--- src/rtl/hyperbus_rd_downsizer.sv ---
// HyperBus read downsizer: splits PHY read words into narrow AXI R beats.
// Ports: trans_* burst descriptor, rx_* PHY read words, r_* AXI R beats, busy_o.
module hyperbus_rd_downsizer #(
    parameter  int unsigned DataWidth = 32,
    parameter  int unsigned LenWidth  = 8,
    localparam int unsigned AddrWidth = $clog2(DataWidth/8)
) (
    input  logic                 clk_i,
    input  logic                 rst_ni,
    input  logic                 trans_valid_i,
    output logic                 trans_ready_o,
    input  logic [AddrWidth-1:0] start_addr_i,
    input  logic [2:0]           size_i,
    input  logic [LenWidth-1:0]  len_i,
    input  logic                 rx_valid_i,
    output logic                 rx_ready_o,
    input  logic [DataWidth-1:0] rx_data_i,
    input  logic                 rx_last_i,
    input  logic                 rx_error_i,
    output logic                 r_valid_o,
    input  logic                 r_ready_i,
    output logic [DataWidth-1:0] r_data_o,
    output logic                 r_last_o,
    output logic                 r_error_o,
    output logic                 busy_o
);
    localparam int unsigned Bytes = DataWidth/8;
    localparam int unsigned IW    = AddrWidth + 1;
    localparam int unsigned CW    = ((LenWidth > IW) ? LenWidth : IW) + 1;

    typedef enum logic [1:0] {IDLE, FETCH, EMIT} state_e;

    state_e                state_q, state_d;
    logic [AddrWidth-1:0]  byte_idx_q, byte_idx_d;
    logic [2:0]            size_q, size_d;
    logic [LenWidth-1:0]   beats_left_q, beats_left_d;
    logic [DataWidth-1:0]  buf_data_q, buf_data_d;
    logic                  buf_err_q, buf_err_d;
    logic                  buf_last_q, buf_last_d;

    logic [IW-1:0]         step;
    logic [IW-1:0]         idx_sum;
    logic                  word_end;
    logic                  last_beat;
    logic                  consume;
    logic                  r_hs;
    logic                  rx_hs;
    logic [AddrWidth-1:0]  load_idx;
    logic [LenWidth-1:0]   load_left;
    logic [IW-1:0]         load_beats;
    logic                  premature;
    logic [2:0]            size_eff;
    logic [AddrWidth-1:0]  size_mask;
    logic [DataWidth-1:0]  lane_mask;

    // Oversized beats collapse to one full word per beat.
    assign size_eff  = (size_i > 3'(AddrWidth)) ? 3'(AddrWidth) : size_i;
    assign size_mask = AddrWidth'((IW'(1) << size_eff) - IW'(1));

    assign step      = IW'(1) << size_q;
    assign idx_sum   = {1'b0, byte_idx_q} + step;
    assign word_end  = idx_sum[AddrWidth];
    assign last_beat = (beats_left_q == '0) || (word_end && buf_last_q);
    assign consume   = word_end && !last_beat;
    assign r_hs      = (state_q == EMIT) && r_ready_i;

    // The next word may be taken in the same cycle the current one is drained.
    assign rx_ready_o = (state_q == FETCH) || (r_hs && consume);
    assign rx_hs      = rx_valid_i && rx_ready_o;

    // A word loaded while emitting starts at lane 0 with one beat fewer left.
    assign load_idx   = (state_q == EMIT) ? '0 : byte_idx_q;
    assign load_left  = (state_q == EMIT) ? beats_left_q - LenWidth'(1)
                                          : beats_left_q;
    assign load_beats = (IW'(Bytes) - {1'b0, load_idx}) >> size_q;
    // PHY ends the burst before the word holding the final expected beat.
    assign premature  = rx_last_i && (CW'(load_left) >= CW'(load_beats));

    always_comb begin
        lane_mask = '0;
        for (int i = 0; i < Bytes; i++) begin
            if (IW'(i) >= {1'b0, byte_idx_q} && IW'(i) < idx_sum) begin
                lane_mask[8*i +: 8] = 8'hFF;
            end
        end
    end

    assign trans_ready_o = (state_q == IDLE);
    assign busy_o        = (state_q != IDLE);
    assign r_valid_o     = (state_q == EMIT);
    assign r_data_o      = r_valid_o ? (buf_data_q & lane_mask) : '0;
    assign r_last_o      = r_valid_o && last_beat;
    assign r_error_o     = r_valid_o && buf_err_q;

    always_comb begin
        state_d      = state_q;
        byte_idx_d   = byte_idx_q;
        size_d       = size_q;
        beats_left_d = beats_left_q;
        buf_data_d   = buf_data_q;
        buf_err_d    = buf_err_q;
        buf_last_d   = buf_last_q;
        unique case (state_q)
            IDLE: begin
                if (trans_valid_i) begin
                    byte_idx_d   = start_addr_i & ~size_mask;
                    size_d       = size_eff;
                    beats_left_d = len_i;
                    state_d      = FETCH;
                end
            end
            FETCH: begin
                if (rx_valid_i) state_d = EMIT;
            end
            EMIT: begin
                if (r_ready_i) begin
                    byte_idx_d   = idx_sum[AddrWidth-1:0];
                    beats_left_d = beats_left_q - LenWidth'(1);
                    if (last_beat) begin
                        state_d = IDLE;
                    end else if (consume && !rx_valid_i) begin
                        state_d = FETCH;
                    end
                end
            end
            default: state_d = IDLE;
        endcase
        if (rx_hs) begin
            buf_data_d = rx_data_i;
            buf_err_d  = rx_error_i || premature;
            buf_last_d = rx_last_i;
        end
    end

    always_ff @(posedge clk_i or negedge rst_ni) begin
        if (!rst_ni) begin
            state_q      <= IDLE;
            byte_idx_q   <= '0;
            size_q       <= '0;
            beats_left_q <= '0;
            buf_data_q   <= '0;
            buf_err_q    <= 1'b0;
            buf_last_q   <= 1'b0;
        end else begin
            state_q      <= state_d;
            byte_idx_q   <= byte_idx_d;
            size_q       <= size_d;
            beats_left_q <= beats_left_d;
            buf_data_q   <= buf_data_d;
            buf_err_q    <= buf_err_d;
            buf_last_q   <= buf_last_d;
        end
    end
endmodule

--- config.mk ---
export PLATFORM = sky130hd
export DESIGN_NAME = hyperbus_rd_downsizer
export DESIGN_NICKNAME = d
export VERILOG_FILES = /design/src/rtl/hyperbus_rd_downsizer.sv
export SDC_FILE = /design/constraint.sdc
export NUM_CORES = 1
export LEC_CHECK = 0
export ABC_AREA = 0
export BUFFER_PORTS_ARGS = -buffer_cell sky130_fd_sc_hd__buf_4
export CAP_MARGIN = 5
export CORE_ASPECT_RATIO = 1.5
export CORE_MARGIN = 3
export CORE_UTILIZATION = 46
export CTS_CLUSTER_DIAMETER = 150
export DETAILED_ROUTE_END_ITERATION = 16
export PLACE_DENSITY = 0.73
export SETUP_SLACK_MARGIN = 0.3
export SKIP_LAST_GASP = 1
export SLEW_MARGIN = 20
export SYNTH_ARGS = -nofsm -noshare
export SYNTH_HDL_FRONTEND = slang
export SYNTH_SLANG_ARGS = --single-unit
--- constraint.sdc ---
create_clock -name clk_i -period 3 [get_ports clk_i]
set_input_delay 0.3 -clock clk_i [delete_from_list [all_inputs] [get_ports clk_i]]
set_output_delay 0.3 -clock clk_i [all_outputs]
set_load 0.005 [all_outputs]
==> results of run 1 <==
[cell usage after synthesis, drive strengths merged (2+ instances only)]
| cell type | number | share of area, % |
|---|---|---|
| a21oi | 13 | 2.3 |
| a31oi | 2 | 0.44 |
| and2 | 26 | 5.7 |
| and3 | 9 | 2.0 |
| buf | 3 | 2.1 |
| clkbuf | 6 | 0.79 |
| dfrtp | 49 | 43 |
| ha | 7 | 3.1 |
| inv | 8 | 1.1 |
| mux2 | 33 | 17 |
| mux2i | 4 | 1.4 |
| nand2 | 20 | 3.2 |
| nand2b | 6 | 1.3 |
| nand3b | 2 | 0.53 |
| nor2 | 17 | 2.2 |
| nor3 | 3 | 0.53 |
| nor4 | 2 | 0.44 |
| o21ai | 20 | 3.5 |
| or4 | 3 | 0.92 |
| xnor2 | 2 | 0.61 |
| xor2 | 2 | 0.61 |
[worst max-delay path by stage]
stage | from | to | slack [ns] | cells after the start
after floorplan | state_q[0]$_DFFE_PN0P_ | buf_err_q$_DFFE_PN0P_ | 0.23 | 15
after global placement | size_q[0]$_DFFE_PN0P_ | r_data_o[1] | 0.05 | 8
after detailed placement | size_q[2]$_DFFE_PN0P_ | r_data_o[4] | -0.1 | 8
after CTS | size_q[1]$_DFFE_PN0P_ | r_data_o[16] | 0.16 | 8
after global routing | size_q[2]$_DFFE_PN0P_ | r_data_o[16] | -0.003 | 10
final | size_q[2]$_DFFE_PN0P_ | r_data_o[16] | 0.10 | 10
[registers in the layout (all words and copies together) (netlist names)]
| signal | count |
|---|---|
| beats_left_q | 8 |
| buf_data_q | 32 |
| buf_err_q | 1 |
| buf_last_q | 1 |
| byte_idx_q | 2 |
| size_q | 3 |
| state_q | 2 |
[logic make-up (layout without fill, tap and decap cells)]
| logic type | count (synthesis) | after routing | share of synthesized area [%] |
|---|---|---|---|
| multiplexers | 37 | 37 | 18.1 |
| flip-flops | 49 | 49 | 42.9 |
| buffers and inverters | 17 | 124 | 3.94 |
| AO/OA/AOI/OAI | 48 | 48 | 10.6 |
| adder cells (fa/ha/maj) | 8 | 8 | 3.77 |
| AND/OR/NAND/NOR | 96 | 99 | 19.5 |
| XOR/XNOR | 4 | 4 | 1.23 |
[worst register-to-register path: stages (launching register included)]
cell	delay, ns
sky130_fd_sc_hd__dfrtp_1	0.42
sky130_fd_sc_hd__nor3_2	0.23
sky130_fd_sc_hd__ha_1	0.20
sky130_fd_sc_hd__inv_1	0.06
sky130_fd_sc_hd__fa_2	0.37
sky130_fd_sc_hd__xor2_2	0.20
sky130_fd_sc_hd__buf_6	0.17
sky130_fd_sc_hd__o41ai_4	0.36
sky130_fd_sc_hd__buf_4	0.24
sky130_fd_sc_hd__nand2_8	0.11
sky130_fd_sc_hd__mux2_4	0.32
[final cells by class]
class / instances / area, um^2
inverter: 8 / 30.0
fill: 471 / 1920
multi-input combinational: 196 / 1680
clock inverter: 2 / 35.0
clock buffer: 5 / 68.8
timing repair buffer: 109 / 856
sequential: 49 / 1230
tap: 72 / 90.1
[layer usage]
layer  wire (um)  up-vias
li1            -     1132
met1        2720     1190
met2        4060       71
met3         435       17
met4         187        0
met5           0        -
[report_power, final]
group          switching [mW]  total (mW)  internal (mW)  leakage, nW
sequential              0.245        1.23          0.989        0.583
combinational            1.11        2.39           1.28         1.35
clock                   0.222       0.465          0.243       0.0540
[stage by stage]
stage	utilization [%]	setup slack, ns	hold slack, ns	area (um^2)	std cells
after floorplan	-	0.228	0.00441	2870	259
after global placement	61.3	0.0496	0.358	3620	422
after detailed placement	61.3	-0.100	0.362	3620	422
after CTS	65.8	0.157	0.0268	3890	437
after global routing	67.5	-0.00347	0.0582	3990	441
final	67.5	0.101	-0.00118	3990	441
[cells in the final DEF (no fill, tap or decap), drive strengths merged, types with 3 or more instances in the layout]
cell,n
dfrtp,49
mux2,33
mux2i,4
nor2,17
nand2,23
and2,26
buf,109
nor3,3
clkbuf,5
a21oi,13
or4,3
inv,8
nand2b,6
ha,7
o21ai,20
and3,9
[what timing repair did]
item                       CTS  global route
hold buffers                 0             0
setup endpoints to repair   68            68
cloned                       1             2
setup buffers                7             2
gates resized for setup     24            12
pin swaps                    8             7
==> results.md, run 1 <==
Outcome:
- The final reports fail on negative hold slack.
- The flow ran to the end, but the final reports show violations.

Global route:
- The met1 usage is around a quarter.
- Global routing consumed, on the met3 layer, 5.17% of the routing resources.
- The first global-routing pass estimated roughly 12000 um of wire.
- The maximum number of pins on one net before global-route repair is 50.
- Global routing used 20.8% of the available tracks.
- Global routing finished with a remaining overflow of 0.
- The via count of the first global-routing pass is about 2500.
- The number of antenna violations at the first check in global routing is 0.
- The global routing stage identified its most utilized layer as met2.
- The met2 usage is roughly 38%.

Floorplan:
- The die area is 7210 um^2.
- The total number of placement rows is 34.
- The die extent in y is 103 um.
- The number of top-level pins is 90.
- The floorplan step set the die width to 70.4 um.
- For this configuration, the core starts out at a cell density of roughly half.
- The area of the core is approximately 5900 um^2.

STA:
- Headroom to the max-slew limit came out at 58.7%.
- After layout, the minimum clock period comes to just under 3 ns.
- The maximum achievable frequency is between 0.3 and 0.4 GHz.
- The setup clock skew after layout is about 0.0090 ns.
- The number of endpoints failing setup at the final stage is 0.
- The count of final hold-check violations is 1.
- In the final timing run, aggregate negative setup slack is 0 ns.
- The number of pins with negative max-slew slack in the final report was 0.
- The transition time at the pin with the least slew margin is 0.620 ns.
- The part of the cycle the worst path needs is 96.6%.
- The worst hold slack after final layout is -0.00118 ns.
- Setup repair after global routing could not meet its margin everywhere.

Logic synthesis:
- In the synthesized netlist the async set-or-reset flop fraction comes to 100%.
- The synthesized design contains roughly 50 register bits.
- Among all flip-flop cells after synthesis, the most frequent one is sky130_fd_sc_hd__dfrtp_1.
- The netlist area before placement is about 2900 um^2.
- The number of unique standard cell types used by synthesis is between 40 and 50.
- Counting every instance in the synthesized netlist gives 259.
- The number of enable-type register cells in the synthesized netlist is 0.
- The post-synth net total is ~320.
- The share of the yosys chip area belonging to registers is 42.9%.
- The average cell area after synthesis is ~11 um^2.
- The number of warnings issued by yosys is 0.

Worst setup path:
- The family with the most delay on the worst path is adder cells.
- The largest single stage delay on the critical path is between 0.4 and 0.5 ns.
- In this run the register-to-register setup slack is roughly 0.22 ns.
- For the worst setup path, the data required time is approximately 2.7 ns.
- The worst setup path is of the reg2out kind.
- The capture instance of the worst register-to-register path is buf_data_q[9]$_DFFE_PN0P_.
- The startpoint of the most critical register-to-register path is size_q[2]$_DFFE_PN0P_.
- The worst setup path is captured at a primary output.
- Traced cell by cell, the critical path runs through nor3_2 -> ha_1 -> inv_1 -> fa_2 -> xor2_2 -> buf_6 -> a221oi_4 -> buf_6 -> and2_1 -> buf_4.
- The critical path's slowest cell is sky130_fd_sc_hd__dfrtp_1.
- The arrival time of data at the critical path endpoint is ~2.6 ns.
- The number of buffers and inverters on the critical path is 4.
- Along the worst path, the maximum fanout reaches 8.
- STA classifies the critical path startpoint as a flop.
- The cell occurring most often along the worst timing path is sky130_fd_sc_hd__buf_6.
- The depth of the worst register-to-register path is 10.

Clocking:
- The clock transition time at the flip-flop clock pins of the worst setup and hold paths is 0.09 ns.
- The total clock sinks is about 50.
- The maximum buffer depth of the clock tree is 2.
- The clock reaches the later pin of the worst-skew pair after roughly 0.31 ns.
- TritonCTS built the clock tree.
- The level count of the clock H-tree is 2.
- Clock tree synthesis selected as its root buffer the cell sky130_fd_sc_hd__clkbuf_8.
- The clock buffer count from CTS is 5.

Placement:
- The number of input and output port buffers inserted is 89.
- The final HPWL from detailed placement is 5080 um.
- At the end of routability-driven placement, the weighted congestion stood at 0.839.

Pwr:
- For this design the static power due to leakage is between 1.5 and 2 nW.
- IR analysis of the VDD net gives a maximum drop of slightly above 0.6 mV.
- After layout, the design draws a total of 4.09 mW.
- The total power density per cell area is around 1000 nW/um^2.

Flow run:
- The max-cap violation count is 0.

Routing:
- The starting DRC count in detailed routing is between 100 and 150.
- The total iterations of the first detailed-routing run is 4.
- The total via count in the routed design is 2410.
- After detailed routing, the number of vias per cell comes to between 5 and 6.
- The number of nets with antenna violations after routing is 0.
- The remaining routing DRC violations is 0.
- The total wirelength of the detailed-routed design is between 7000 and 8000 um.
- Dividing the detail-routed wire length by the instance count gives around 17 um.

Finish:
- From synthesis to final layout, the design area changed by 39.6%.
- The final layout net count is 429.
- The repair_antennas step left the layout with diodes totalling 0.
- Cells with a size suffix above 1 make up between 40 and 50% of the layout.

Min path:
- The min-delay analysis places its worst path in the category in2async.
Power figures use the tool's default switching activity.
==> run 2, diff against run 1 <==
Settings changed: CTS_CLUSTER_DIAMETER 150 to 80.
Clock period 3 ns to 2.5 ns, I/O delays scaled along.
==> run 2 against run 1 <==
Compared with the run above: the run ends with negative setup slack left; clock skew up 0.0028 ns; via count is 3.6% higher; utilization increased by 6.0 points; sequential cell count stayed put; first-iteration DRC count increased by 37%; sequential power grew 23%; worst hold slack gained 0.15 ns; die area stayed put.
==> results.md, run 2 (synthesis gave the netlist of run 1 again) <==
Pwr:
- The power after layout is 5.56 mW (was 4.09 mW).
- The maximum ir drop on the vdd rail came to 0.793 mV (was 0.620 mV).
- The total power density per cell area is 1280 nW/um^2 (was 1030 nW/um^2).
- The fraction of power consumed by sequential logic is 27.2% (was 30.1%).
- The power share of the clock group was 10.9% (was 11.4%).
- The switching part of the total was 38.8% (was 38.6%).
- The cell-internal power is 3.40 mW (was 2.51 mW).
- The reported net switching power is 2.16 mW (was 1.58 mW).
- The combinational share of power is 61.9% (was 58.5%).
- The leakage power summed over all cells is 2.14 nW (was 1.99 nW).

Global route:
- The wire length of the first global-routing pass came to 13200 um (was 12000 um).
- The via count of the first global-routing pass is 2615 (was 2489).
- The total overflow reported by the global router is 0 (unchanged).
- The number of antenna violations at the first check in global routing is 0 (unchanged).
- The maximum number of pins on one net before global-route repair is 50 (unchanged).
- The total global-route track usage is 23.6% (was 20.8%).

Finish:
- The proportion of layout cells with a drive suffix above 1 is 55.7% (was 46.6%).
- Top library cells by usage in the layout, fill and taps aside: sky130_fd_sc_hd__buf_4, sky130_fd_sc_hd__dfrtp_1, sky130_fd_sc_hd__mux2_4 (unchanged).
- The final instance count without filler cells came to 460 (was 441).
- Largest registers: buf_data_q (32), beats_left_q (8), size_q (3) (unchanged).
- The final layout net count is 447 (was 429).
- The commonest non-fill, non-tap cell in the layout is sky130_fd_sc_hd__buf_4 (unchanged).
- The fill cell total of the finished layout is 405 (was 471).
- The register with the highest flop count is buf_data_q (unchanged).
- The number of flip-flops in the largest register is 32 (unchanged).
- The number of diodes is 0 (unchanged).
- The final core utilization is 73.5% (was 67.5%).
- The area growth from synthesis to layout is 52.1% (was 39.6%).

Routing:
- The detail-routed via count per cell is 5.43 (was 5.46).
- The total via count in the routed design is 2497 (was 2410).
- The total wirelength of the detailed-routed design came to 8650 um (was 7400 um).
- The remaining routing DRC violations came to 0 (unchanged).
- The total iterations of the first detailed-routing run came to 4 (unchanged).
- The starting DRC count in detailed routing is 188 (was 137).
- The number of nets with antenna violations after routing was 0 (unchanged).
- The average detailed-routed wire length per instance is 18.8 um (was 16.8 um).

STA:
- The smallest clock period supported by the final layout is computed as roughly 2.9 ns.
- The number of endpoints failing setup at the final stage came to 68 (was 0).
- The count of final hold-check violations is 0 (was 1).
- The headroom to the max-slew limit is 58.4% (was 58.7%).
- The transition time at the pin with the least slew margin was 0.621 ns (was 0.620 ns).
- The setup clock skew after layout came to 0.0118 ns (was 0.00900 ns).
- The final worst setup slack is -0.418 ns (was 0.101 ns).
- The number of pins with negative max-slew slack in the final report was 0 (unchanged).
- Derived from the worst setup path, the maximum achievable clock frequency is roughly 0.34 GHz.
- The final critical path takes up 117% of the cycle.
- Unrepaired setup endpoints after global routing: yes (unchanged).

Worst setup path:
- The kind of critical path is reg2out (unchanged).
- The delay of the slowest critical-path stage is 0.43 ns (was 0.42 ns).
- The arrival time of data at the critical path endpoint is 2.67 ns (was 2.60 ns).
- The kind of start point of the critical path is a flop (unchanged).
- The startpoint of the most critical register-to-register path is size_q[2]$_DFFE_PN0P_ (unchanged).
- The required arrival time at the worst endpoint came to 2.25 ns (was 2.70 ns).
- The capture instance of the worst register-to-register path is buf_data_q[19]$_DFFE_PN0P_ (was buf_data_q[9]$_DFFE_PN0P_).
- The biggest fanout along the worst timing path is 8 (unchanged).
- The critical path's slowest cell is sky130_fd_sc_hd__dfrtp_1 (unchanged).
- Sequence of cells on the critical path: buf_6 -> or3b_4 -> fa_2 -> xor2_4 -> buf_4 -> a221oi_4 -> buf_6 -> and2_4 -> buf_4 (was nor3_2 -> ha_1 -> inv_1 -> fa_2 -> xor2_2 -> buf_6 -> a221oi_4 -> buf_6 -> and2_1 -> buf_4).
- The kind of end point of the critical path is a primary output (unchanged).
- The setup slack of the most critical reg-to-reg path is -0.27 ns (was 0.22 ns).
- The depth of the worst register-to-register path came to 10 (unchanged).

Floorplan:
- The die extent in y was 103 um (unchanged).
- The die area is 7210 um^2 (unchanged).
- The width of the die is 70.4 um (unchanged).
- The area of the core is 5910 um^2 (unchanged).
- The initial core utilization came to 48.3% (unchanged).
- The total number of placement rows was 34 (unchanged).
- The number of top-level pins is 90 (unchanged).

Clocking:
- The worst-skew pair later-pin latency is 0.32 ns (was 0.31 ns).
- The buffer type at the clock tree root was sky130_fd_sc_hd__clkbuf_8 (unchanged).
- The clock transition time at the flip-flop clock pins of the worst setup and hold paths came to 0.11 ns (was 0.09 ns).
- The maximum buffer depth of the clock tree is 2 (unchanged).
- The TritonCTS clock tree is yes (unchanged).
- The clock buffer count from CTS came to 5 (unchanged).
- The level count of the clock H-tree came to 2 (unchanged).
- The total clock sinks was 49 (unchanged).

Placement:
- The number of placed cells counting well taps is 434 (was 422).
- The final weighted congestion of routability-driven global placement is 0.810 (was 0.839).
- The number of input and output port buffers inserted came to 89 (unchanged).
- The final HPWL from detailed placement is 5460 um (was 5080 um).
- The setup slack at placement was -0.186 ns (was -0.100 ns).

Outcome:
- Violations in the final reports: negative setup slack (was negative hold slack).
- Status: complete, but fails checks (unchanged).

Min path:
- The class of the worst hold path is in2reg (was in2async).
- For hold timing, the worst endpoint is buf_data_q[8]$_DFFE_PN0P_.
- The worst hold path begins at rx_data_i[8].
- The worst hold path was traced through 2 stages.

Flow run:
- The max-cap violation count is 0 (unchanged).
==> run 2: worst max-delay path by stage <==
stage,from,to,slack (ns)
floorplan,state_q[0]$_DFFE_PN0P_,buf_err_q$_DFFE_PN0P_,-0.1
global placement,size_q[1]$_DFFE_PN0P_,buf_data_q[26]$_DFFE_PN0P_,-0.05
detailed placement,size_q[1]$_DFFE_PN0P_,buf_data_q[22]$_DFFE_PN0P_,-0.19
CTS,size_q[2]$_DFFE_PN0P_,r_data_o[5],-0.43
global route,size_q[2]$_DFFE_PN0P_,r_data_o[5],-0.50
finish,size_q[2]$_DFFE_PN0P_,r_data_o[17],-0.42
==> run 2: timing repair <==
action / 4_1_cts / 5_1_grt
resized for setup: 38 / 33
setup buffers: 11 / 0
endpoints found under the hold margin: 49 / 0
pin swaps: 20 / 8
hold buffers: 1 / 0
setup endpoints to repair: 69 / 70
cloned: 4 / 2
==> run 2: area by class of cell <==
class                           count  area [um^2]  area share (%)
Timing Repair Buffer              124         1030            23.7
Multi-Input combinational cell    199         1850            42.6
Sequential cell                    49         1230            28.2
Tap cell                           72         90.1            2.07
Clock buffer                        5         68.8            1.58
Inverter                            8         30.0           0.691
Clock inverter                      3         48.8            1.12
==> run 2: power by group through the flow <==
stage	registers (mW)	logic, mW	clock network, mW
after CTS	1.48	3.12	0.612
final	1.51	3.44	0.606
after global routing	1.56	3.74	0.648
after floorplan	1.41	1.75	0
after detailed placement	1.46	2.61	0
after global placement	1.46	2.54	0
==> run 2: critical path, delay by kind of cell, from the launching register on <==
kind / cells / cell delay (ns)
buf+inv: 4 / 0.55
simple gates: 2 / 0.52
flops: 1 / 0.43
fa+ha+maj: 1 / 0.41
compound gates: 1 / 0.27
xor+xnor: 1 / 0.18
==> run 2: metal layers <==
layer	routed length (um)	vias to the layer above	global-route usage (%)	part of all wire [%]
met4	272	0	9.44	3.1
met5	0	-	0	0
met1	3080	1210	26.5	36
met3	427	19	4.00	4.9
met2	4870	93	44.0	56
li1	-	1175	-	-
==> run 2: metrics by stage <==
step	hold WS [ns]	area, um^2	TNS [ns]
after detailed placement	0.313	3760	-7.07
after floorplan	-0.0456	2930	-1.98
after global placement	0.306	3760	-1.42
after CTS	0.136	4200	-16.25
after global routing	0.138	4350	-24.51
final	0.152	4350	-19.40
==> run 3, diff against run 2 <==
==> constraint.sdc (replaced) <==
create_clock -name clk_i -period 2.5 [get_ports clk_i]
set_input_delay 0.125 -clock clk_i [delete_from_list [all_inputs] [get_ports clk_i]]
set_output_delay 0.125 -clock clk_i [all_outputs]
set_load 0.005 [all_outputs]
==> run 3 against run 2 <==
Compared with the run above: the run still ends with negative setup slack left; cell count down 0.43%; non-clock buffer count is 2 lower; clock power shrank 21%; clock skew shrank 0.0043 ns; setup slack improved by 0.13 ns; die area did not move; fmax increased by 4.8%; highest routed layer unchanged.
==> results.md, run 3 (synthesis gave the netlist of run 1 again) <==
Finish:
- The final layout net count came to 445 (was 447).
- The proportion of layout cells with a drive suffix above 1 is 54.1% (was 55.7%).
- The final instance count without filler cells is 458 (was 460).
- The register with the highest flop count was buf_data_q (unchanged).
- The number of flip-flops in the largest register is 32 (unchanged).
- The fill cell total of the finished layout is 426 (was 405).
- Largest registers: buf_data_q (32), beats_left_q (8), size_q (3) (unchanged).
- The area growth from synthesis to layout came to 47.8% (was 52.1%).
- The commonest non-fill, non-tap cell in the layout is sky130_fd_sc_hd__buf_4 (unchanged).
- Top library cells by usage in the layout, fill and taps aside: sky130_fd_sc_hd__buf_4, sky130_fd_sc_hd__dfrtp_1, sky130_fd_sc_hd__mux2_4 (unchanged).
- The number of diodes was 0 (unchanged).

Worst setup path:
- The arrival time of data at the critical path endpoint was 2.66 ns (was 2.67 ns).
- The biggest fanout along the worst timing path was 8 (unchanged).
- The kind of start point of the critical path is a flop (unchanged).
- The startpoint of the most critical register-to-register path was size_q[1]$_DFFE_PN0P_ (was size_q[2]$_DFFE_PN0P_).
- The required arrival time at the worst endpoint is 2.38 ns (was 2.25 ns).
- The setup slack of the most critical reg-to-reg path is -0.15 ns (was -0.27 ns).
- Sequence of cells on the critical path: or3b_4 -> fa_2 -> xor2_2 -> buf_4 -> buf_6 -> a221oi_2 -> buf_4 -> and2_1 -> buf_4 (was buf_6 -> or3b_4 -> fa_2 -> xor2_4 -> buf_4 -> a221oi_4 -> buf_6 -> and2_4 -> buf_4).
- The start point of the critical path is size_q[1]$_DFFE_PN0P_ (was size_q[2]$_DFFE_PN0P_).
- The number of buffers and inverters on the critical path is 4 (unchanged).
- The capture instance of the worst register-to-register path is buf_data_q[13]$_DFFE_PN0P_ (was buf_data_q[19]$_DFFE_PN0P_).
- The family with the most delay on the worst path is buffers and inverters (unchanged).
- The critical path's slowest cell was sky130_fd_sc_hd__dfrtp_1 (unchanged).
- The kind of critical path is reg2out (unchanged).
- The cell occurring most often along the worst timing path is sky130_fd_sc_hd__buf_4.
- The depth of the worst register-to-register path came to 8 (was 10).
- The kind of end point of the critical path is a primary output (unchanged).
- The delay of the slowest critical-path stage was 0.44 ns (was 0.43 ns).

Pwr:
- The leakage power summed over all cells came to 2.09 nW (was 2.14 nW).
- The power after layout is 5.21 mW (was 5.56 mW).
- The maximum ir drop on the vdd rail is 0.747 mV (was 0.793 mV).
- The total power density per cell area is 1230 nW/um^2 (was 1280 nW/um^2).

STA:
- The transition time at the pin with the least slew margin is 0.620 ns (was 0.621 ns).
- The setup clock skew after layout came to 0.00757 ns (was 0.0118 ns).
- Unrepaired setup endpoints after global routing: yes (unchanged).
- The maximum achievable frequency came to 0.359 GHz (was 0.343 GHz).
- The number of pins with negative max-slew slack in the final report is 0 (unchanged).
- The part of the cycle the worst path needs is 111% (was 117%).
- The count of final hold-check violations is 0 (unchanged).
- The headroom to the max-slew limit is 58.7% (was 58.4%).
- The final worst setup slack is -0.284 ns (was -0.418 ns).
- The clock period minus worst slack is 2.78 ns (was 2.92 ns).
- The number of endpoints failing setup at the final stage came to 68 (unchanged).

Clocking:
- The worst-skew pair later-pin latency came to 0.31 ns (was 0.32 ns).
- The buffer type at the clock tree root is sky130_fd_sc_hd__clkbuf_8 (unchanged).
- The clock transition time at the flip-flop clock pins of the worst setup and hold paths came to 0.10 ns (was 0.11 ns).
- The clock buffer count from CTS is 5 (unchanged).
- The level count of the clock H-tree is 2 (unchanged).
- The maximum buffer depth of the clock tree is 2 (unchanged).
- The total clock sinks is 49 (unchanged).
- The TritonCTS clock tree is yes (unchanged).

Global route:
- The via count of the first global-routing pass is 2553 (was 2615).
- The wire length of the first global-routing pass is 12800 um (was 13200 um).
- The number of antenna violations at the first check in global routing is 0 (unchanged).
- The total global-route track usage came to 22.8% (was 23.6%).
- The total overflow reported by the global router was 0 (unchanged).
- The maximum number of pins on one net before global-route repair is 50 (unchanged).

Routing:
- The starting DRC count in detailed routing was 168 (was 188).
- The total wirelength of the detailed-routed design came to 7910 um (was 8650 um).
- The number of nets with antenna violations after routing is 0 (unchanged).
- The remaining routing DRC violations came to 0 (unchanged).
- The length of routed met2 wiring is 4250 um (was 4870 um).
- The top routing layer in use is met4 (unchanged).
- The routed metal-1 wire length is 3060 um (was 3080 um).
- The detail-routed via count per cell is 5.33 (was 5.43).
- The average detailed-routed wire length per instance is 17.3 um (was 18.8 um).
- The total via count in the routed design is 2442 (was 2497).
- The total iterations of the first detailed-routing run is 4 (unchanged).
- The met3 layer wire length in the routed design came to 407 um (was 427 um).

Floorplan:
- The width of the die is 70.4 um (unchanged).
- The initial core utilization was 48.3% (unchanged).
- The number of top-level pins is 90 (unchanged).
- The die extent in y came to 103 um (unchanged).
- The total number of placement rows was 34 (unchanged).
- The area of the core came to 5910 um^2 (unchanged).
- The die area is 7210 um^2 (unchanged).

Min path:
- The sink of the worst hold path is buf_data_q[27]$_DFFE_PN0P_ (was buf_data_q[8]$_DFFE_PN0P_).
- The number of stages on the worst hold path is 2 (unchanged).
- The startpoint of the tightest hold check path is rx_data_i[27] (was rx_data_i[8]).
- The class of the worst hold path is in2reg (unchanged).

Placement:
- The final weighted congestion of routability-driven global placement came to 0.840 (was 0.810).
- The number of input and output port buffers inserted is 89 (unchanged).
- The final HPWL from detailed placement is 5050 um (was 5460 um).
- The number of placed cells counting well taps came to 429 (was 434).

Outcome:
- Status: complete, but fails checks (unchanged).
- Violations in the final reports: negative setup slack (unchanged).

Flow run:
- The max-cap violation count was 0 (unchanged).
## run 3: per-layer routing
metal	GRT usage, %	vias to the layer above
met1	26.0	1185
met2	42.2	69
met5	0	-
met3	4.49	14
li1	-	1174
met4	7.96	0
## run 3: power by group
group	total (mW)	leakage [nW]	switching, mW	internal, mW
combinational	3.21	1.46	1.40	1.81
clock	0.480	0.0456	0.280	0.200
sequential	1.51	0.581	0.324	1.19
## run 3: cell type report
cell class	instances	area [um^2]	share of cell area (%)
Clock inverter	2	13.8	0.326
Tap cell	72	90.1	2.13
Timing Repair Buffer	122	978	23.2
Inverter	8	30.0	0.711
Multi-Input combinational cell	199	1810	42.8
Sequential cell	49	1230	29.1
Clock buffer	6	72.6	1.72
## run 3: how the worst max path moves through the flow
stage	endpoint	cells past startpoint
global route	r_data_o[5]	10
global placement	buf_data_q[22]$_DFFE_PN0P_	8
floorplan	buf_err_q$_DFFE_PN0P_	15
finish	r_data_o[20]	9
CTS	r_data_o[4]	12
detailed placement	buf_data_q[24]$_DFFE_PN0P_	8
## run 3: what timing repair did
item	4_1_cts	5_1_grt
gates cloned	6	0
setup endpoints to repair	69	70
hold endpoints to repair	49	0
hold buffers	1	0
buffers inserted	9	5
pin swaps	19	11
resized for setup	40	20
## run 3: per-stage QoR
step | util (%) | setup WS, ns | setup TNS (ns) | area, um^2 | hold WS, ns
6_report | 71.4 | -0.284 | -10.33 | 4220 | 0.0372
2_1_floorplan | - | -0.0992 | -1.98 | 2920 | -0.171
3_3_place_gp | 62.8 | -0.134 | -3.98 | 3710 | 0.180
4_1_cts | 69.7 | -0.297 | -11.05 | 4120 | 0.0386
3_5_place_dp | 62.8 | -0.226 | -6.70 | 3710 | 0.191
5_1_grt | 71.4 | -0.382 | -16.09 | 4220 | 0.0299
